==> config.mk <==
export PLATFORM = sky130hd
export DESIGN_NAME = rx_ts_queue_flat
export DESIGN_NICKNAME = d
export VERILOG_FILES = /design/src/rtl/rx_ts_queue_if.sv /design/src/rtl/rx_ts_queue.sv /design/src/flat_wrapper.sv
export SDC_FILE = /design/constraint.sdc
export NUM_CORES = 1
export LEC_CHECK = 0
export ABC_AREA = 1
export CAP_MARGIN = 20
export CORE_ASPECT_RATIO = 0.5
export CORE_MARGIN = 2
export CORE_UTILIZATION = 45
export CTS_CLUSTER_DIAMETER = 80
export DETAILED_ROUTE_END_ITERATION = 6
export PLACE_DENSITY = 0.67
export SLEW_MARGIN = 25
export SYNTH_ARGS = -nofsm -noshare
export SYNTH_HDL_FRONTEND = slang
export SYNTH_SLANG_ARGS = --single-unit
==> constraint.sdc <==
create_clock -name rtc_clk -period 12.6 [get_ports rtc_clk]
set_input_delay 3.15 -clock rtc_clk [delete_from_list [all_inputs] [get_ports rtc_clk]]
set_output_delay 3.15 -clock rtc_clk [all_outputs]
set_load 0.02 [all_outputs]
==> src/rtl/rx_ts_queue_if.sv <==
// rx_ts_queue_if: capture inputs and software queue port of the rx timestamp queue
interface rx_ts_queue_if #(parameter int ADDR_W = 2);
  logic          q_en_i;
  logic [15:0]   msg_type_mask_i;
  logic          rxts_trig_i;
  logic          rxts_valid_i;
  logic [79:0]   sfd_timestamp_i;
  logic [79:0]   rx_sourcePortIdentity_i;
  logic [15:0]   rx_seqId_i;
  logic [3:0]    rx_messageType_i;
  logic [3:0]    rx_majorSdoId_i;
  logic          q_pop_i;
  logic          q_clr_i;
  logic          q_valid_o;
  logic [79:0]   q_timestamp_o;
  logic [79:0]   q_sourcePortIdentity_o;
  logic [15:0]   q_seqId_o;
  logic [3:0]    q_messageType_o;
  logic [3:0]    q_majorSdoId_o;
  logic [ADDR_W:0] q_count_o;
  logic [7:0]    q_drop_cnt_o;
  logic          q_overflow_o;
  logic          int_rx_ts_o;
  modport slave (
    input  q_en_i, msg_type_mask_i, rxts_trig_i, rxts_valid_i, sfd_timestamp_i,
           rx_sourcePortIdentity_i, rx_seqId_i, rx_messageType_i, rx_majorSdoId_i,
           q_pop_i, q_clr_i,
    output q_valid_o, q_timestamp_o, q_sourcePortIdentity_o, q_seqId_o, q_messageType_o,
           q_majorSdoId_o, q_count_o, q_drop_cnt_o, q_overflow_o, int_rx_ts_o
  );
  modport master (
    output q_en_i, msg_type_mask_i, rxts_trig_i, rxts_valid_i, sfd_timestamp_i,
           rx_sourcePortIdentity_i, rx_seqId_i, rx_messageType_i, rx_majorSdoId_i,
           q_pop_i, q_clr_i,
    input  q_valid_o, q_timestamp_o, q_sourcePortIdentity_o, q_seqId_o, q_messageType_o,
           q_majorSdoId_o, q_count_o, q_drop_cnt_o, q_overflow_o, int_rx_ts_o
  );
endinterface

==> src/rtl/rx_ts_queue.sv <==
// rx_ts_queue: pairs latched SFD timestamps with PTP identity fields in a show-ahead queue for software
module rx_ts_queue #(
  parameter int ADDR_W  = 2,
  parameter int TIMEOUT = 255
) (
  input logic          rtc_clk,
  input logic          rtc_rst_n,
  rx_ts_queue_if.slave bus
);
  localparam int DEPTH = 2 ** ADDR_W;
  localparam int EW    = 184;
  typedef enum logic {IDLE, ARMED} state_t;
  state_t          state_q, state_d;
  logic [79:0]     ts_q, ts_d;
  logic [7:0]      tmo_q, tmo_d;
  logic [ADDR_W:0] wr_q, wr_d, rd_q, rd_d;
  logic [7:0]      drop_q, drop_d;
  logic            ovf_q, ovf_d;
  logic [EW-1:0]   mem [DEPTH];
  logic [EW-1:0]   head;
  logic            push, pop_ok, full, empty, wr_en, drop;
  always_comb begin
    state_d = state_q;
    ts_d    = ts_q;
    tmo_d   = tmo_q;
    if (state_q == ARMED) begin
      tmo_d = tmo_q - 8'd1;
      if (!bus.q_en_i || bus.rxts_valid_i || tmo_q <= 8'd1) begin
        state_d = IDLE;
        tmo_d   = '0;
      end
    end
    // a new SFD overrides any exit; a coincident valid still pushes the old timestamp
    if (bus.rxts_trig_i && bus.q_en_i) begin
      state_d = ARMED;
      ts_d    = bus.sfd_timestamp_i;
      tmo_d   = 8'(TIMEOUT);
    end
  end
  assign push   = state_q == ARMED && bus.rxts_valid_i && bus.q_en_i &&
                  bus.msg_type_mask_i[bus.rx_messageType_i];
  assign empty  = wr_q == rd_q;
  assign full   = wr_q[ADDR_W] != rd_q[ADDR_W] && wr_q[ADDR_W-1:0] == rd_q[ADDR_W-1:0];
  assign pop_ok = bus.q_pop_i && !empty;
  assign wr_en  = push && (!full || pop_ok) && !bus.q_clr_i;
  assign drop   = push && full && !pop_ok;
  assign wr_d   = bus.q_clr_i ? '0 : wr_q + (ADDR_W+1)'(wr_en);
  assign rd_d   = bus.q_clr_i ? '0 : rd_q + (ADDR_W+1)'(pop_ok);
  assign drop_d = bus.q_clr_i ? '0 : drop_q + 8'(drop && drop_q != 8'hff);
  assign ovf_d  = !bus.q_clr_i && (ovf_q || drop);
  always_ff @(posedge rtc_clk or negedge rtc_rst_n) begin
    if (!rtc_rst_n) begin
      state_q <= IDLE;
      ts_q    <= '0;
      tmo_q   <= '0;
      wr_q    <= '0;
      rd_q    <= '0;
      drop_q  <= '0;
      ovf_q   <= 1'b0;
    end else begin
      state_q <= state_d;
      ts_q    <= ts_d;
      tmo_q   <= tmo_d;
      wr_q    <= wr_d;
      rd_q    <= rd_d;
      drop_q  <= drop_d;
      ovf_q   <= ovf_d;
    end
  end
  always_ff @(posedge rtc_clk)
    if (wr_en)
      mem[wr_q[ADDR_W-1:0]] <= {ts_q, bus.rx_sourcePortIdentity_i, bus.rx_seqId_i,
                                bus.rx_messageType_i, bus.rx_majorSdoId_i};
  // storage is not reset, so head fields are masked to zero while empty
  assign head                       = empty ? '0 : mem[rd_q[ADDR_W-1:0]];
  assign bus.q_valid_o              = !empty;
  assign bus.int_rx_ts_o            = !empty;
  assign bus.q_timestamp_o          = head[183:104];
  assign bus.q_sourcePortIdentity_o = head[103:24];
  assign bus.q_seqId_o              = head[23:8];
  assign bus.q_messageType_o        = head[7:4];
  assign bus.q_majorSdoId_o         = head[3:0];
  assign bus.q_count_o              = wr_q - rd_q;
  assign bus.q_drop_cnt_o           = drop_q;
  assign bus.q_overflow_o           = ovf_q;
endmodule

==> src/flat_wrapper.sv <==
// flat-port wrapper written by rule: the top's interface ports become plain ports
module rx_ts_queue_flat 
#(
  parameter int ADDR_W  = 2,
  parameter int TIMEOUT = 255
)
  (rtc_clk, rtc_rst_n, bus_q_en_i, bus_msg_type_mask_i, bus_rxts_trig_i, bus_rxts_valid_i, bus_sfd_timestamp_i, bus_rx_sourcePortIdentity_i, bus_rx_seqId_i, bus_rx_messageType_i, bus_rx_majorSdoId_i, bus_q_pop_i, bus_q_clr_i, bus_q_valid_o, bus_q_timestamp_o, bus_q_sourcePortIdentity_o, bus_q_seqId_o, bus_q_messageType_o, bus_q_majorSdoId_o, bus_q_count_o, bus_q_drop_cnt_o, bus_q_overflow_o, bus_int_rx_ts_o);
  rx_ts_queue_if #(.ADDR_W(ADDR_W)) bus_i ();
  input logic rtc_clk;
  input logic rtc_rst_n;
  input wire logic [$bits(bus_i.q_en_i)-1:0] bus_q_en_i;
  input wire logic [$bits(bus_i.msg_type_mask_i)-1:0] bus_msg_type_mask_i;
  input wire logic [$bits(bus_i.rxts_trig_i)-1:0] bus_rxts_trig_i;
  input wire logic [$bits(bus_i.rxts_valid_i)-1:0] bus_rxts_valid_i;
  input wire logic [$bits(bus_i.sfd_timestamp_i)-1:0] bus_sfd_timestamp_i;
  input wire logic [$bits(bus_i.rx_sourcePortIdentity_i)-1:0] bus_rx_sourcePortIdentity_i;
  input wire logic [$bits(bus_i.rx_seqId_i)-1:0] bus_rx_seqId_i;
  input wire logic [$bits(bus_i.rx_messageType_i)-1:0] bus_rx_messageType_i;
  input wire logic [$bits(bus_i.rx_majorSdoId_i)-1:0] bus_rx_majorSdoId_i;
  input wire logic [$bits(bus_i.q_pop_i)-1:0] bus_q_pop_i;
  input wire logic [$bits(bus_i.q_clr_i)-1:0] bus_q_clr_i;
  output wire logic [$bits(bus_i.q_valid_o)-1:0] bus_q_valid_o;
  output wire logic [$bits(bus_i.q_timestamp_o)-1:0] bus_q_timestamp_o;
  output wire logic [$bits(bus_i.q_sourcePortIdentity_o)-1:0] bus_q_sourcePortIdentity_o;
  output wire logic [$bits(bus_i.q_seqId_o)-1:0] bus_q_seqId_o;
  output wire logic [$bits(bus_i.q_messageType_o)-1:0] bus_q_messageType_o;
  output wire logic [$bits(bus_i.q_majorSdoId_o)-1:0] bus_q_majorSdoId_o;
  output wire logic [$bits(bus_i.q_count_o)-1:0] bus_q_count_o;
  output wire logic [$bits(bus_i.q_drop_cnt_o)-1:0] bus_q_drop_cnt_o;
  output wire logic [$bits(bus_i.q_overflow_o)-1:0] bus_q_overflow_o;
  output wire logic [$bits(bus_i.int_rx_ts_o)-1:0] bus_int_rx_ts_o;
  assign bus_i.q_en_i = bus_q_en_i;
  assign bus_i.msg_type_mask_i = bus_msg_type_mask_i;
  assign bus_i.rxts_trig_i = bus_rxts_trig_i;
  assign bus_i.rxts_valid_i = bus_rxts_valid_i;
  assign bus_i.sfd_timestamp_i = bus_sfd_timestamp_i;
  assign bus_i.rx_sourcePortIdentity_i = bus_rx_sourcePortIdentity_i;
  assign bus_i.rx_seqId_i = bus_rx_seqId_i;
  assign bus_i.rx_messageType_i = bus_rx_messageType_i;
  assign bus_i.rx_majorSdoId_i = bus_rx_majorSdoId_i;
  assign bus_i.q_pop_i = bus_q_pop_i;
  assign bus_i.q_clr_i = bus_q_clr_i;
  assign bus_q_valid_o = bus_i.q_valid_o;
  assign bus_q_timestamp_o = bus_i.q_timestamp_o;
  assign bus_q_sourcePortIdentity_o = bus_i.q_sourcePortIdentity_o;
  assign bus_q_seqId_o = bus_i.q_seqId_o;
  assign bus_q_messageType_o = bus_i.q_messageType_o;
  assign bus_q_majorSdoId_o = bus_i.q_majorSdoId_o;
  assign bus_q_count_o = bus_i.q_count_o;
  assign bus_q_drop_cnt_o = bus_i.q_drop_cnt_o;
  assign bus_q_overflow_o = bus_i.q_overflow_o;
  assign bus_int_rx_ts_o = bus_i.int_rx_ts_o;
  rx_ts_queue #(.ADDR_W(ADDR_W), .TIMEOUT(TIMEOUT)) u_core (.rtc_clk(rtc_clk), .rtc_rst_n(rtc_rst_n), .bus(bus_i));
endmodule
Yosys cells after proc, flatten, opt, wreduce, memory -nomap -nowiden
Memories as Yosys holds them, arrays and structs flattened.
Index checks and enable logic that the tools add are counted.
W data, S select, Z words.
{"block": "word_totals", "output_inout_bits": 198, "wordCells": 55, "regBits": 104, "ramBits": 736, "memories": 1}
{"memory": "u_core.mem", "words": 4, "width": 184, "read_ports": 1, "rd_clocked_by_memory_dff": 0, "wr": 1, "line": "rx_ts_queue.sv:19", "source": "logic [EW-1:0] mem [DEPTH];"}
{"block": "op_classes", "n_eq_ne": 4, "order_cmp": 2, "n_reduce_logical": 22, "addsub": 5, "mux": 14}
{"cell": "$mux W184", "count": 1}
{"cell": "$mux W8", "count": 4}
{"cell": "$logic_and A1 B1 Y1", "count": 12}
{"cell": "$add A8 B1 Y8", "count": 1}
{"cell": "$le A8 B1 Y1 const B", "count": 1}
{"cell": "$ne A8 B8 Y1 const B", "count": 1}
{"cell": "$sub A8 B1 Y8 const B", "count": 1}
{"cell": "$add A3 B1 Y3", "count": 2}
{"cell": "$mux W1", "count": 6}
{"cell": "$mux W3", "count": 2}
{"cell": "$logic_not A1 Y1", "count": 5}
{"cell": "$lt A4 B5 Y1 const B", "count": 1}
{"cell": "$bmux W1 S4", "count": 1}
{"cell": "$logic_or A1 B1 Y1", "count": 4}
{"cell": "$eq A3 B3 Y1", "count": 1}
{"cell": "$sub A3 B3 Y3", "count": 1}
{"cell": "$eq A2 B2 Y1", "count": 1}
{"cell": "$reduce_bool A2 Y1", "count": 1}
{"cell": "$ne A1 B1 Y1", "count": 1}

Depth between registers and ports, before layout
Gate-level depths: netlist of run 1.
{"block": "logic_depth", "depth_word": 8, "depth_mapped": 17, "mapped_depth_nobuf": 16}

Worst setup path before layout of run 1
Ideal clock, no wire load.
{"block": "synth_path", "path_type": "in2reg", "from": "input port bus_rx_messageType_i[0]", "to": "memory u_core.mem[0][0] (enable)", "required_time_ns": 11.868, "cell_stages": 10, "setup_time_ns": 0.732, "arrival_ns": 11.544, "setup_slack_ns": 0.324, "path_cell_list": "buf_4 > inv_2 > nand2_1 > nand2_1 > nand2_1 > nand3_1 > nand3_1 > nand2_1 > nand4_1 > nor2_1"}
{"block": "synth_between", "elab_chain_len": 7}
{"item": "from (decl)", "line": "flat_wrapper.sv:18", "source": "input wire logic [$bits(bus_i.rx_messageType_i)-1:0] bus_rx_messageType_i;"}
{"item": "$bmux W1 S4", "line": "rx_ts_queue.sv:41", "source": "bus.msg_type_mask_i[bus.rx_messageType_i];"}
{"item": "$mux W1 (not written as such)", "line": "rx_ts_queue.sv:41"}
{"item": "$logic_and A1 B1 Y1", "line": "rx_ts_queue.sv:40", "source": "assign push = state_q == ARMED && bus.rxts_valid_i && bus.q_en_i &&"}
{"item": "$logic_and A1 B1 Y1 (2 in a row)", "line": "rx_ts_queue.sv:45", "source": "assign wr_en = push && (!full || pop_ok) && !bus.q_clr_i;"}
{"item": "$mux W1", "line": "rx_ts_queue.sv:71", "source": "if (wr_en)"}
{"item": "$mux W1 (not written as such)", "line": "rx_ts_queue.sv:72", "source": "mem[wr_q[ADDR_W-1:0]] <= {ts_q, bus.rx_sourcePortIdentity_i, bus.rx_seqId_i,"}
{"item": "to (decl)", "line": "rx_ts_queue.sv:19"}
No other way between the ends. The select of a mux whose other input is x is not followed.

Final worst setup path of run 1
{"block": "layout_path", "from": "register u_core.rd_q[1]", "to": "output port bus_q_sourcePortIdentity_o[45]"}
{"block": "layout_between", "elab_chain_len": 2}
{"item": "from (decl)", "line": "rx_ts_queue.sv:16", "source": "logic [ADDR_W:0] wr_q, wr_d, rd_q, rd_d;"}
{"item": "from (signal assigned)", "line": "rx_ts_queue.sv:65", "source": "rd_q <= rd_d;"}
{"item": "$mem_v2 Z4 W184 or $eq A3 B3 Y1 (tied branches)"}
{"item": "$mux W184 *", "line": "rx_ts_queue.sv:75", "source": "assign head = empty ? '0 : mem[rd_q[ADDR_W-1:0]];"}
{"item": "to (decl)", "line": "flat_wrapper.sv:24", "source": "output wire logic [$bits(bus_i.q_sourcePortIdentity_o)-1:0] bus_q_sourcePortIdentity_o;"}
Mark *: on every way between the ends. The rest lies on a longest branch, timed or not.

==> run metrics, run 1 <==
status=completed; global-route wire length before repair=121000 µm; Max clock buf depth=3; Worst Clk Skew=0.0204 ns; Async S/R FF share, synth=12.4%; Port Buffers=404; GR Util met1=24.9%; pre-CTS WS=5.05 ns; Vert. Die Dim=195 µm; fmax=126 MHz; Main synth FF type=edfxtp_1; Resized Gates After CTS=0; vias in the first global route=21200; worst relative slew slack=27.6%; critical path required time=9.45 ns; Final GP Congestion=0.808; share of layout cells above drive strength 1=4.73%; CTS root buf=clkbuf_16; layout net count=3267; Starting Density=45.3%; synth cell count leaders=nor2_1, edfxtp_1, o21ai_0, nand2_1, a21oi_1; hpwl dp=43400 µm; critical path arrival=4.78 ns; kind of critical path=reg2out; area of the multi-input gates=7250 µm²; # clock sinks=840; Final Critical Period=7.93 ns; pin count of the biggest net entering global routing=200; Slew Viols, Final=0; Clk pwr share=39.7%; Area growth, synth to finish=21.7%; Critical-path top delay cell=dfrtp_4; CP delay by family, top=buffers and inverters; DR pass1 iterations=5; Mapped Cells=2709; Reg area=24700 µm²; DRC Markers=0; Hold Path Class=reg2reg; initial antenna violation count=16; Tcrit/Tclk final=62.9%; hold buffers post-CTS=0; CP startpoint kind=flop; Crit path largest cell delay=0.97 ns; cts bufs inserted=76; RSZ-0062 raised after global routing=no; count of different cell masters after synthesis=29; Crit. End Element=output port; initial DRC count=1551; largest area contributor in the netlist=edfxtp_1; final setup fails=0; Post-synth EDFFs=736; worst path buffer plus inverter count=3; Core Area=72700 µm²; Logic pwr share=5.0%; Die Width=387 µm; most common cell in the synthesized netlist=nor2_1; synth top area cells=edfxtp_1, nor2_1, dfrtp_1; Psw=1190 µW; vias after detailed routing=21200; total number of yosys warnings=0; Post-Syn Area=32900 µm²; worst-case vdd ir drop=0.0895 mV; CTS clk-pin slew, worst paths=0.07 ns; CP Max Fanout=165; worst path cell trace=inv_6 > ha_1 > nand2_1 > nor2_4 > buf_12 > a21oi_1 > clkdlybuf4s50_1; Clk Latency, worst-skew pair=0.62 ns; Pwr per Cell Area=142 nW/µm²; Synth Net Count=2927; WL/cell=19.4 µm; Synth Area per Inst=12.2 µm²; register area share after synthesis=75.0%; Synth top area share=67.1%; GRT Residual Overflow=0; cell-internal power=4480 µW; Leak=0.0141 µW; filler cell count=5902; setup_tns=0 ns; sw frac=21.0%; Worst Tran Pin Value=1.09 ns; row count=70; Core Util, Final=55.1%; CTS tree=built; post-route setup slack=4.67 ns; hold violation count in the final report=0; MaxCap Viol Count=0; Flop pwr share=55.4%; M3 GR Usage=3.02%; grt met2 use=37.3%; I/O pins=405; # Post-CTS Setup Buffers=0; vias per inst=5.17; Seq cells post-synth=840; H-tree depth=3; final wirelength=79500 µm; antenna viol nets, final=0; DIE AREA=75500 µm²; Most Used Layer, Global Route=met2; gr usage total=20.8%
==> sequential cells by signal (all words and copies together) (netlist names) <==
register                 cells
u_core.bus.q_overflow_o      1
u_core.tmo_q                 8
u_core.wr_q                  3
u_core.bus.q_drop_cnt_o      8
u_core.state_q               1
u_core.rd_q                  3
u_core.mem                 736
u_core.ts_q                 80
==> kinds of logic after synthesis <==
| kind of cell | Yosys count | synth area share, % |
|---|---|---|
| XOR/XNOR | 10 | 0.289 |
| adder cells (fa/ha/maj) | 11 | 0.441 |
| buffers and inverters | 206 | 3.06 |
| AND/OR/NAND/NOR | 1064 | 12.3 |
| flip-flops | 840 | 75.0 |
| AO/OA/AOI/OAI | 578 | 8.91 |
==> power by group through the flow <==
stage               logic [µW]  clock network [µW]  registers, µW
global route               312                2400           3150
finish                     283                2250           3140
floorplan                  136                   0           3190
detailed placement         286                   0           3200
CTS                        288                2290           3140
global placement           280                   0           3200
==> path summary, 6_finish.rpt <==
| check | from | endpoint | slack, ns | cells past startpoint |
|---|---|---|---|---|
| min | u_core.bus.q_drop_cnt_o[7]$_DFF_PN0_ | u_core.bus.q_drop_cnt_o[7]$_DFF_PN0_ | 0.51 | 1 |
| max in group asynchronous | rtc_rst_n | u_core.ts_q[13]$_DFFE_PN0P_ | 8.66 | 2 |
| max reg2reg | u_core.rd_q[1]$_DFF_PN0_ | u_core.mem[0][151]$_DFFE_PP_ | 7.56 | 7 |
| min in group asynchronous | rtc_rst_n | u_core.ts_q[67]$_DFFE_PN0P_ | 2.64 | 1 |
| min reg2reg | u_core.bus.q_drop_cnt_o[7]$_DFF_PN0_ | u_core.bus.q_drop_cnt_o[7]$_DFF_PN0_ | 0.51 | 1 |
| max | u_core.rd_q[1]$_DFF_PN0_ | bus_q_sourcePortIdentity_o[45] | 4.67 | 7 |
==> metrics by stage <==
| step | instance area, µm² | std cells | power [µW] | hold WS (ns) |
|---|---|---|---|---|
| after global placement | 37600 | 3943 | 3480 | 0.480 |
| after detailed placement | 37600 | 3943 | 3490 | 0.495 |
| after global routing | 40100 | 4094 | 5860 | 0.524 |
| final | 40100 | 4094 | 5680 | 0.510 |
| after CTS | 40000 | 4078 | 5720 | 0.507 |
| after floorplan | 32900 | 2709 | 3320 | 0.476 |
==> placed cells by master, fill, tap and decap left out, drive strengths merged, types with 10 or more instances in the layout <==
cell,netlist,final
a21oi,197,197
buf,95,21
clkbuf,67,106
clkdlybuf4s50,0,403
clkinv,1,21
dfrtp,104,104
diode,0,16
edfxtp,736,736
ha,10,10
inv,43,45
nand2,274,274
nand3,18,18
nor2,763,763
o21ai,379,379
==> metal layers <==
layer / up-vias / part of all wire, %
met5: - / 0
met4: 0 / 3.4
met3: 143 / 3.7
met2: 459 / 53
met1: 10500 / 40
li1: 10100 / -
==> cell type report <==
cell class / instances / share of cell area [%]
timing repair buffer: 424 / 10.7
clock buffer: 106 / 5.31
sequential: 840 / 61.7
tap: 972 / 3.04
antenna: 16 / 0.100
inverter: 44 / 0.447
clock inverter: 29 / 0.634
multi-input combinational: 1663 / 18.1
Power figures use the tool's default switching activity.
==> run 2, diff against run 1 <==
==> constraint.sdc (replaced) <==
create_clock -name rtc_clk -period 7.99 [get_ports rtc_clk]
set_input_delay 1.9975 -clock rtc_clk [delete_from_list [all_inputs] [get_ports rtc_clk]]
set_output_delay 1.9975 -clock rtc_clk [all_outputs]
set_load 0.02 [all_outputs]
==> run 2 against run 1 <==
Compared with the run above: critical endpoint is now bus_q_valid_o; clock skew up 0.0021 ns; power up 61%; critical path depth up 1; first-iteration DRC count down 5.8%; via count up 0.72%; non-clock buffer count up 13; highest routed layer unchanged; utilization up 0.49 points; die area unchanged.
==> run metrics, run 2 (synthesized netlist as in run 1, its figures left out) <==
critical path arrival=4.31 ns (-0.47 ns); pre-CTS WS=1.94 ns (-3.11 ns); final setup fails=0 (unchanged); CP startpoint kind=flop; final hold slack=0.507 ns (-0.00265 ns); hold buffers post-CTS=0 (unchanged); Vert. Die Dim=195 µm (unchanged); row count=70 (unchanged); initial antenna violation count=23 (+7); vias per inst=5.19 (+0.28%); Core Area=72700 µm² (unchanged); # clock sinks=840 (unchanged); Worst setup startpoint=u_core.rd_q[1]$_DFF_PN0_; vias after detailed routing=21300 (+0.72%); Most Used Layer, Global Route=met2; Worst Tran Pin Value=1.02 ns (-0.0705 ns); GR Util met1=25.4% (+0.49 points); Final GP Congestion=0.831 (+2.8%); global-route wire length before repair=124000 µm (+2.2%); Worst Clk Skew=0.0225 ns (+0.00211 ns); Area growth, synth to finish=22.8%; Hold Path Class=reg2reg; Max clock buf depth=3 (unchanged); commonest cells after routing, fill and taps aside=nor2_1, edfxtp_1, clkdlybuf4s50_1; # Post-CTS Setup Buffers=0 (unchanged); Tcrit/Tclk final=78.9%; Slew Viols, Final=0 (unchanged); vias in the first global route=20700 (-2.0%); filler cell count=5931 (+0.49%); hpwl dp=48300 µm (+11%); Final Critical Period=6.30 ns; M3 GR Usage=3.06% (+0.034 points); worst relative slew slack=32.3% (+4.7 points); Starting Density=45.3% (unchanged); Port Buffers=404 (unchanged); initial DRC count=1461 (-5.8%); gr usage total=21.6% (+0.83 points); I/O pins=405 (unchanged); Resized Gates After CTS=0 (unchanged); worst-case vdd ir drop=0.161 mV (+80%); kind of critical path=reg2out; Worst Setup EP=bus_q_valid_o; Pwr per Cell Area=226 nW/µm² (+59%); pin count of the biggest net entering global routing=192 (-4.0%); H-tree depth=3 (unchanged); Clk Latency, worst-skew pair=0.64 ns (+0.02 ns); Reg-to-Reg End=u_core.mem[0][153]$_DFFE_PP_; DR pass1 iterations=5 (unchanged); RSZ-0062 raised after global routing=no; max reg flops=736 (unchanged); grt met2 use=38.6% (+1.2 points); DRC Markers=0 (unchanged); status=completed; cts bufs inserted=74 (-2.6%); CP Max Fanout=67 (-59%); CTS clk-pin slew, worst paths=0.06 ns (about the same); Leak=0.0143 µW (+1.2%); Crit. End Element=output port; antenna viol nets, final=0 (unchanged); worst r2r path cells=6 (-1); post-route setup slack=1.69 ns (-2.99 ns); critical path required time=5.99 ns (-3.46 ns); CTS tree=built; CTS root buf=clkbuf_16; WL/cell=20.3 µm (+4.4%); commonest non-fill, non-tap cell in the layout=nor2_1; layout net count=3278 (+0.34%); share of layout cells above drive strength 1=5.29% (+0.56 points); reg2reg start=u_core.rd_q[1]$_DFF_PN0_; Die Width=387 µm (unchanged); fmax=159 MHz; final wirelength=83300 µm (+4.8%); flop-to-flop setup slack=3.88 ns (-3.68 ns); GRT Residual Overflow=0 (unchanged); DIE AREA=75500 µm² (unchanged); MaxCap Viol Count=0 (unchanged); hold violation count in the final report=0 (unchanged)
run 2: where the power goes:
part           internal, µW  switching, µW  total, µW  leakage, µW
combinational           201            255        456      0.00513
clock                  2120           1600       3720      0.00121
sequential             4880           72.0       4950      0.00794
total                  7200           1920       9130       0.0143
run 2: how the worst min path moves through the flow:
stage | from | endpoint | slack, ns | cells past startpoint
finish | u_core.ts_q[38]$_DFFE_PN0P_ | u_core.mem[2][142]$_DFFE_PP_ | 0.51 | 0
global placement | u_core.bus.q_drop_cnt_o[7]$_DFF_PN0_ | u_core.bus.q_drop_cnt_o[7]$_DFF_PN0_ | 0.49 | 1
global route | u_core.ts_q[24]$_DFFE_PN0P_ | u_core.mem[3][128]$_DFFE_PP_ | 0.52 | 0
CTS | u_core.ts_q[38]$_DFFE_PN0P_ | u_core.mem[2][142]$_DFFE_PP_ | 0.50 | 0
detailed placement | u_core.ts_q[67]$_DFFE_PN0P_ | u_core.mem[1][171]$_DFFE_PP_ | 0.50 | 0
floorplan | u_core.ts_q[0]$_DFFE_PN0P_ | u_core.mem[0][104]$_DFFE_PP_ | 0.48 | 0
run 2: worst max-delay path, cell delays in order (launching register included):
cell             delay [ns]
dfrtp_4                0.99
inv_6                  0.44
ha_1                   0.46
nand2_1                0.10
nor2_4                 0.51
buf_16                 0.24
buf_4                  0.25
inv_1                  0.09
clkdlybuf4s50_1        0.56
run 2: cell type report:
cell class / count / area [µm²] / share of cell area [%]
repair buffers: 437 / 4500 / 11.1
diodes: 23 / 57.6 / 0.142
clock buffers: 94 / 1980 / 4.90
multi-input cells: 1663 / 7250 / 17.9
well taps: 972 / 1220 / 3.01
flip-flops and latches: 840 / 24700 / 61.1
inverters: 44 / 184 / 0.455
clock inverters: 39 / 509 / 1.26
run 2: per-stage QoR:
| step | cell area [µm²] | cells | TNS, ns | util (%) | power (µW) |
|---|---|---|---|---|---|
| 4_1_cts | 40300 | 4088 | 0 | 55.5 | 9200 |
| 5_1_grt | 40400 | 4111 | 0 | 55.6 | 9420 |
| 2_1_floorplan | 32900 | 2709 | -70.19 | - | 5240 |
| 6_report | 40400 | 4112 | 0 | 55.6 | 9130 |
| 3_5_place_dp | 37800 | 3955 | 0 | 52.0 | 5500 |
| 3_3_place_gp | 37800 | 3953 | 0 | 52.0 | 5490 |
run 2: per-layer routing:
layer	share of wire, %	vias to the layer above	wire length (µm)
met5	0	-	0
met4	4.6	0	3850
met3	4.2	172	3460
met2	53	598	44400
met1	38	10400	31700
li1	-	10100	-
==> run 3, diff against run 2 <==
--- a/config.mk
+++ b/config.mk
@@ -12,7 +12,7 @@
 export CORE_UTILIZATION = 45
 export CTS_CLUSTER_DIAMETER = 80
 export DETAILED_ROUTE_END_ITERATION = 6
-export PLACE_DENSITY = 0.67
+export PLACE_DENSITY = 0.69
 export SLEW_MARGIN = 25
 export SYNTH_ARGS = -nofsm -noshare
 export SYNTH_HDL_FRONTEND = slang
==> constraint.sdc (replaced) <==
create_clock -name rtc_clk -period 5.3 [get_ports rtc_clk]
set_input_delay 1.325 -clock rtc_clk [delete_from_list [all_inputs] [get_ports rtc_clk]]
set_output_delay 1.325 -clock rtc_clk [all_outputs]
set_load 0.02 [all_outputs]
==> run 3 against run 2 <==
Compared with the run above: utilization about the same; sequential cell count stayed put; critical path depth is 2 lower; design area about the same; hold slack better by 0.0056 ns; clock-buffer cell count increased by 9; final cell count shrank 0.12%; sequential share of layout area barely moved; register-to-register slack lost 1.5 ns; via count about the same; critical endpoint is now bus_q_timestamp_o[70]; power is 47% higher.
==> run metrics, run 3 (synthesized netlist as in run 1, its figures left out) <==
Max clock buf depth=3 (unchanged); antenna viol nets, final=0 (unchanged); I/O pins=405 (unchanged); DRC Markers=0 (unchanged); Port Buffers=404 (unchanged); Starting Density=45.3% (unchanged); H-tree depth=3 (unchanged); Clk Latency, worst-skew pair=0.61 ns (-0.03 ns); critical path arrival=3.22 ns (-1.09 ns); Pwr per Cell Area=332 nW/µm² (+47%); CP startpoint kind=flop; status=completed; Hold Path Depth=0 (unchanged); vias in the first global route=21500 (+3.4%); kind of critical path=reg2out; sw frac=20.8% (-0.22 points); flop-to-flop setup slack=2.35 ns (-1.53 ns); Core Area=72700 µm² (unchanged); Die Width=387 µm (unchanged); # Post-CTS Setup Buffers=0 (unchanged); layout net count=3286 (+0.24%); global-route wire length before repair=121000 µm (-2.3%); pre-CTS WS=0.798 ns (-1.15 ns); vias after detailed routing=21300 (-0.028%); share of layout cells above drive strength 1=5.19% (-0.11 points); fin area=40400 µm² (about the same); Psw=2800 µW (+46%); WL/cell=19.3 µm (-5.0%); CP Max Fanout=86 (+28%); final setup fails=0 (unchanged); pin count of the biggest net entering global routing=187 (-2.6%); reg2reg start=u_core.rd_q[1]$_DFF_PN0_; worst relative slew slack=26.8% (-5.5 points); worst hold endpoint=u_core.mem[3][136]$_DFFE_PP_; Core Util, Final=55.6% (about the same); Final GP Congestion=0.868 (+4.4%); DIE AREA=75500 µm² (unchanged); CTS tree=built; MaxCap Viol Count=0 (unchanged); Final Critical Period=4.54 ns; Hold Path Class=reg2reg; Total Power=13400 µW (+47%); # clock sinks=840 (unchanged); Tcrit/Tclk final=85.7%; row count=70 (unchanged); Resized Gates After CTS=0 (unchanged); worst r2r path cells=6 (unchanged); Clk pwr share=39.2% (-1.6 points); commonest cells after routing, fill and taps aside=nor2_1, edfxtp_1, clkdlybuf4s50_1; final wirelength=79100 µm (-5.1%); Leak=0.0143 µW (-0.11%); Critical-path top delay cell=buf_4; cell mode on critical path=nor2_1; DR pass1 iterations=5 (unchanged); cts bufs inserted=75 (+1.4%); Vert. Die Dim=195 µm (unchanged); Area growth, synth to finish=22.7% (about the same); vias per inst=5.19 (about the same); gr usage total=20.7% (-0.90 points); critical path required time=3.97 ns (-2.02 ns); initial antenna violation count=12 (-48%); worst-case vdd ir drop=0.203 mV (+26%); final hold slack=0.513 ns (+0.00560 ns); commonest non-fill, non-tap cell in the layout=nor2_1; GRT Residual Overflow=0 (unchanged); hpwl dp=46500 µm (-3.8%); initial DRC count=1707 (+17%); Flop pwr share=55.7% (+1.4 points); hold violation count in the final report=0 (unchanged); Worst Clk Skew=0.0195 ns (-0.00300 ns); fmax=220 MHz; Crit path largest cell delay=0.71 ns (-0.28 ns); cell-internal power=10600 µW (+48%); Logic pwr share=5.2% (+0.2 points); Slew Viols, Final=0 (unchanged); max reg flops=736 (unchanged); RSZ-0062 raised after global routing=no; Reg-to-Reg End=u_core.mem[0][41]$_DFFE_PP_; HP Start=u_core.ts_q[32]$_DFFE_PN0P_; post-route setup slack=0.756 ns (-0.930 ns); CTS clk-pin slew, worst paths=0.06 ns (about the same); DP Area=38000 µm² (+0.56%); CTS root buf=clkbuf_16; worst path cell trace=buf_4 > nor2_1 > nor2_1 > o21ai_0 > a21oi_1 > clkdlybuf4s50_1; hold buffers post-CTS=0 (unchanged); Worst Tran Pin Value=1.10 ns (+0.0825 ns); Crit. End Element=output port
[run 3: power by group through the flow]
stage / logic (µW) / clock network (µW) / registers, µW
after floorplan: 325 / 0 / 7570
after global placement: 686 / 0 / 7610
after detailed placement: 699 / 0 / 7620
after CTS: 704 / 5350 / 7480
after global routing: 761 / 5610 / 7490
final: 693 / 5260 / 7480
[run 3: worst max path at each step]
stage	start	endpoint	slack, ns	cells past startpoint
CTS	u_core.rd_q[0]$_DFF_PN0_	bus_q_timestamp_o[64]	0.71	6
global placement	bus_rx_messageType_i[0]	u_core.mem[0][42]$_DFFE_PP_	0.81	10
finish	u_core.rd_q[0]$_DFF_PN0_	bus_q_timestamp_o[70]	0.76	6
global route	u_core.rd_q[0]$_DFF_PN0_	bus_q_timestamp_o[56]	0.59	6
floorplan	bus_rx_messageType_i[0]	u_core.mem[3][0]$_DFFE_PP_	-0.17	10
detailed placement	bus_rx_messageType_i[0]	u_core.mem[0][44]$_DFFE_PP_	0.80	10
[run 3: final cells by class]
| cell class | count | area [µm²] |
|---|---|---|
| clock inverters | 29 | 268 |
| inverters | 44 | 185 |
| repair buffers | 444 | 4680 |
| well taps | 972 | 1220 |
| multi-input cells | 1663 | 7260 |
| flip-flops and latches | 840 | 24700 |
| diodes | 12 | 30.0 |
| fillers | 5799 | 32300 |
| clock buffers | 103 | 2060 |
[run 3: worst max-delay path: cells and delay by family, from the launching register on]
family | cells | cell delay (ns)
DFF | 1 | 0.50
and+or+nand+nor | 2 | 0.24
buffers and inverters | 2 | 1.41
AOI/OAI and AO/OA | 2 | 0.39
[run 3: metal layers]
metal / wire length, µm / GRT usage, % / vias to the layer above
met5: 0 / 0 / -
met2: 41800 / 37.2 / 541
met1: 30300 / 24.1 / 10500
met4: 3950 / 11.3 / 0
li1: - / - / 10100
met3: 2990 / 2.98 / 165
[run 3: metrics by stage]
step	setup TNS, ns	cells
after global placement	0	3963
after detailed placement	0	3963
final	0	4107
after global routing	0	4107
after CTS	0	4095
after floorplan	-109.97	2709
==> RTL edit 1: new RTL, settings of run 3 <==
`ts_q` no longer has a reset.
--- a/src/rtl/rx_ts_queue.sv
+++ b/src/rtl/rx_ts_queue.sv
@@ -51,7 +51,6 @@
   always_ff @(posedge rtc_clk or negedge rtc_rst_n) begin
     if (!rtc_rst_n) begin
       state_q <= IDLE;
-      ts_q    <= '0;
       tmo_q   <= '0;
       wr_q    <= '0;
       rd_q    <= '0;
@@ -59,13 +58,16 @@
       ovf_q   <= 1'b0;
     end else begin
       state_q <= state_d;
-      ts_q    <= ts_d;
       tmo_q   <= tmo_d;
       wr_q    <= wr_d;
       rd_q    <= rd_d;
       drop_q  <= drop_d;
       ovf_q   <= ovf_d;
     end
+  end
+
+  always_ff @(posedge rtc_clk) begin
+    ts_q <= ts_d;
   end
   always_ff @(posedge rtc_clk)
     if (wr_en)
Function: not settled (the Yosys comparison gave no result); the edit may change what the design does.
==> RTL edit 1 against run 3 <==
- final area decreased by 1.6%
- sequential share of layout area increased by 2.0 points
- synthesized area decreased by 1.9%
- wire length decreased by 2.6%
- total power decreased by 1.5%
- combinational power decreased by 13%
- fmax decreased by 8.1%
- synthesized cell count decreased by 9.5%
- cell count decreased by 6.1%
- setup slack got worse by 0.40 ns
- sequential cell count unchanged
==> RTL edit 1: results (changes against run 3) <==
status=finished, final reports clean; Post-Synth Adder-Cell Area=0.449% (+0.0084 points); drt initial violations=1,686 (-1.2%); post-synthesis sequential area ratio=77.7% (+2.7 points); GP Congestion=0.822 (-5.2%); Via density=5.21 (+0.30%); Critical Path AT=3.62 ns (+0.40 ns); R2R setup slack=2.27 ns (-0.08 ns); cts bufs inserted=76 (+1.3%); post-synthesis compound-gate area fraction=8.97% (+0.054 points); setup slack after layout=0.356 ns (-0.400 ns); R2R depth=9 (+3); r2r endpoint=u_core.rd_q[2]; Worst slew margin=20.2% (-6.5 points); DP Wirelength=46,300 um (-0.40%); syn nets=2,670 (-8.8%); Max VDD drop=209 uV (+2.7%); share of cells above drive strength 1=5.37% (+0.18 points); drt wl/cell=20.0 um (+3.7%); XOR/XNOR Fraction of Synth Area=0.267% (-0.022 points); Post-synth top cells=816 x edfxtp_1, 762 x nor2_1, 335 x o21ai_0; crit path max fanout=68 (-21%); worst r2r src=u_core.rd_q[0]; first-pass GRT wire length=117,000 um (-3.5%); vias in the first global route=20,100 (-6.3%); Async SR Flop Fraction=2.86% (-9.5 points); top cells by area, synth=edfxtp_1 76%, nor2_1 8.9%, o21ai_0 5.2%
RTL edit 1: worst min-delay path by stage:
stage,from,depth (start not counted),to,slack (ns)
after floorplan,u_core.ts_q[0],0,u_core.mem[0][104],0.46
after global placement,u_core.ts_q[23],0,u_core.mem[2][127],0.47
after detailed placement,u_core.ts_q[50],0,u_core.mem[2][154],0.48
after CTS,u_core.ts_q[2],0,u_core.mem[3][106],0.49
after global routing,u_core.ts_q[11],0,u_core.mem[0][115],0.50
final,u_core.ts_q[2],0,u_core.mem[3][106],0.48
RTL edit 1: cells by family after synthesis:
group,count (synthesis)
fa+ha+maj,11
simple gates,826
buf+inv,191
flops,840
compound gates,575
xor+xnor,9
RTL edit 1: through the flow:
stage | instances | power [mW]
6_report | 3858 | 13.2
5_1_grt | 3858 | 13.6
4_1_cts | 3846 | 13.3
3_5_place_dp | 3714 | 8.17
3_3_place_gp | 3714 | 8.16
2_1_floorplan | 2452 | 7.80
RTL edit 1: power breakdown:
group / switching, mW / leakage, nW / internal, mW / total (mW)
Clock: 2.27 / 1.13 / 2.93 / 5.20
Combinational: 0.332 / 4.54 / 0.269 / 0.601
Sequential: 0.0595 / 7.68 / 7.37 / 7.43
Total: 2.66 / 13.4 / 10.6 / 13.2
RTL edit 1: layout make-up:
class | instances | area [sq um]
fillers | 5522 | 31300
clock buffers | 102 | 2070
well taps | 958 | 1200
clock inverters | 30 | 239
diodes | 12 | 30.0
multi-input cells | 1421 | 6310
flip-flops and latches | 840 | 25100
repair buffers | 449 | 4620
inverters | 46 | 195
RTL edit 1: routing by layer:
metal	vias up	GRT usage (%)	wire, um
met2	534	36.8	41400
li1	9500	-	-
met5	-	0	0
met4	0	9.42	3100
met1	9903	24.1	29300
met3	151	3.21	3190
RTL edit 1: worst max-delay path, cell delays in order, from the launching register on:
cell and delay [ns]:
dfrtp_4 0.67, ha_1 0.42, nand2_1 0.10, nor2_4 0.57, buf_12 0.37, a21oi_1 0.18, clkdlybuf4s50_1 0.59
==> RTL edit 2: new RTL, settings of run 3 <==
Made on the original files. `TIMEOUT` is set to 255 in 2 places; all go to 127.
--- a/src/rtl/rx_ts_queue.sv
+++ b/src/rtl/rx_ts_queue.sv
@@ -1,7 +1,7 @@
 // rx_ts_queue: pairs latched SFD timestamps with PTP identity fields in a show-ahead queue for software
 module rx_ts_queue #(
   parameter int ADDR_W  = 2,
-  parameter int TIMEOUT = 255
+  parameter int TIMEOUT = 127
 ) (
   input logic          rtc_clk,
   input logic          rtc_rst_n,
--- a/src/flat_wrapper.sv
+++ b/src/flat_wrapper.sv
@@ -2,7 +2,7 @@
 module rx_ts_queue_flat 
 #(
   parameter int ADDR_W  = 2,
-  parameter int TIMEOUT = 255
+  parameter int TIMEOUT = 127
 )
   (rtc_clk, rtc_rst_n, bus_q_en_i, bus_msg_type_mask_i, bus_rxts_trig_i, bus_rxts_valid_i, bus_sfd_timestamp_i, bus_rx_sourcePortIdentity_i, bus_rx_seqId_i, bus_rx_messageType_i, bus_rx_majorSdoId_i, bus_q_pop_i, bus_q_clr_i, bus_q_valid_o, bus_q_timestamp_o, bus_q_sourcePortIdentity_o, bus_q_seqId_o, bus_q_messageType_o, bus_q_majorSdoId_o, bus_q_count_o, bus_q_drop_cnt_o, bus_q_overflow_o, bus_int_rx_ts_o);
   rx_ts_queue_if #(.ADDR_W(ADDR_W)) bus_i ();
Formal check against the unedited RTL: same outputs for any inputs over 4 cycles, from zero or initial values and one cycle with rtc_rst_n low; that may be too few to reach the edited logic, so the function may still have changed.
==> RTL edit 2 against run 3 <==
- die area increased by 0.15%
- register-to-register slack lost 0.17 ns
- final area grew 0.79%
- setup slack worse by 0.35 ns
- sequential cell count unchanged
- fmax down 7.1%
- total power grew 3.3%
- non-clock buffer count is 1 higher
- synthesized area up 0.16%
- wire length up 2.8%
- highest routed layer unchanged
==> RTL edit 2: results (changes against run 3) <==
status=finished, final reports clean; cts bufs inserted=75 (unchanged); Clock Skew=0.0172 ns (-0.00233 ns); initial antenna violation count=12 (unchanged); Max VDD drop=237 uV (+17%); share of cells above drive strength 1=6.01% (+0.82 points); max reg flops=736 (unchanged); GR Util All Layers=21.0% (+0.30 points); grt met3 use=3.20% (+0.22 points); total setup buffers inserted after CTS=0 (unchanged); Slew @ Worst Pin=1.02 ns (-0.0736 ns); Pre-antenna DRT Iters=5 (unchanged); Crit path largest cell delay=0.85 ns (+0.14 ns); clk_lat worst skew=0.63 ns (+0.02 ns); leakage power=14.4 nW (+1.1%); EDFF count, synth=736 (unchanged); clk slew on worst S/H paths=0.07 ns; Yosys cell types=31 (+6.9%); Post-synth top cells=760 x nor2_1, 736 x edfxtp_1, 334 x o21ai_0; Hold Path Class=reg -> reg; fillcell total=5,715 (-1.4%); DP Worst Slack=0.800 ns (+0.00147 ns); crit-path leading delay family=buffers and inverters; largest net degree at the start of global routing=184 (-1.6%); Resized Gates After CTS=0 (unchanged); Post-layout nets=3,285 (-0.030%); GP Congestion=0.842 (-2.9%); top-count cell post-synth=nor2_1; Total Wirelength=81,400 um (+2.8%); Clock Tree Root=clkbuf_16; DP Wirelength=46,000 um (-1.0%); syn nets=2,927 (unchanged); Critical Path AT=3.57 ns (+0.35 ns); Critical Path Slowest Stage Cell=buf_4; GR Util met1=25.8% (+1.7 points); Warnings, synthesis=0 (unchanged); Vias=21,300 (+0.042%); post-synthesis sequential area ratio=74.9% (-0.12 points); first-pass GRT wire length=123,000 um (+1.8%); Async SR Flop Fraction=12.4% (unchanged); drt initial violations=2,039 (+19%); GR met2 Demand/Resource=37.7% (+0.44 points); Port Buf Inserts=404 (unchanged); crit path max fanout=91 (+5.8%); top cells by area, synth=edfxtp_1 67%, nor2_1 8.7%, dfrtp_1 7.9%
[RTL edit 2: changes by cell type after synthesis, sizes merged, moves of 2 or more]
cell           run 3  this run
a21oi            197       191
buf               95        98
inv               43        47
nor2             763       761
o211ai             0         2
o21ai            379       374
o221ai             0         4
xnor2              5         3
xor2               5         7
[RTL edit 2: layout make-up]
class / instances / share of cell area, %
Clock buffer: 90 / 4.90
Sequential cell: 840 / 60.7
Inverter: 47 / 0.482
Multi-Input combinational cell: 1658 / 17.9
Antenna cell: 12 / 0.0737
Clock inverter: 50 / 1.43
Timing Repair Buffer: 445 / 11.5
Tap cell: 972 / 2.99
[RTL edit 2: stage by stage]
| stage | TNS (ns) | instances | cell area, sq um |
|---|---|---|---|
| floorplan | -109.97 | 2709 | 33000 |
| CTS | 0 | 4102 | 40700 |
| global placement | 0 | 3962 | 38100 |
| global route | 0 | 4114 | 40700 |
| detailed placement | 0 | 3962 | 38100 |
| finish | 0 | 4114 | 40700 |
[RTL edit 2: logic make-up (layout without fill, tap and decap cells)]
group | Yosys count | after routing | share of synthesized area [%]
buffers and inverters | 211 | 632 | 3.10
flip-flops | 840 | 840 | 74.9
adder cells (fa/ha/maj) | 11 | 11 | 0.440
AO/OA/AOI/OAI | 574 | 574 | 9.02
AND/OR/NAND/NOR | 1063 | 1063 | 12.2
other | 0 | 12 | 0
XOR/XNOR | 10 | 10 | 0.288
[RTL edit 2: worst register-to-register path: cells and delay by family (launching register included)]
family / cells / cell delay [ns]
buffers and inverters: 1 / 0.31
AND/OR/NAND/NOR: 3 / 1.32
adder cells (fa/ha/maj): 1 / 0.36
flip-flops: 1 / 0.79
[RTL edit 2: metal layers]
layer | vias to the layer above | share of wire, %
met3 | 124 | 3.9
met4 | 0 | 3.1
met5 | - | 0
met2 | 526 | 54
li1 | 10100 | -
met1 | 10500 | 40
[RTL edit 2: worst paths after layout]
check	start	to	slack, ns	depth (start not counted)
setup / recovery	u_core.rd_q[0]	bus_q_sourcePortIdentity_o[17]	0.41	6
hold / removal	u_core.bus.q_drop_cnt_o[7]	u_core.bus.q_drop_cnt_o[7]	0.51	1
setup reg to reg	u_core.rd_q[0]	u_core.mem[3][60]	2.18	5
hold reg to reg	u_core.bus.q_drop_cnt_o[7]	u_core.bus.q_drop_cnt_o[7]	0.51	1
max in group asynchronous	rtc_rst_n	u_core.rd_q[1]	3.70	2
min in group asynchronous	rtc_rst_n	u_core.ts_q[11]	0.73	1
[RTL edit 2: power breakdown]
part	switching, mW	internal [mW]	leakage, nW
combinational	0.394	0.302	5.23
clock	2.42	3.30	1.25
sequential	0.111	7.35	7.94
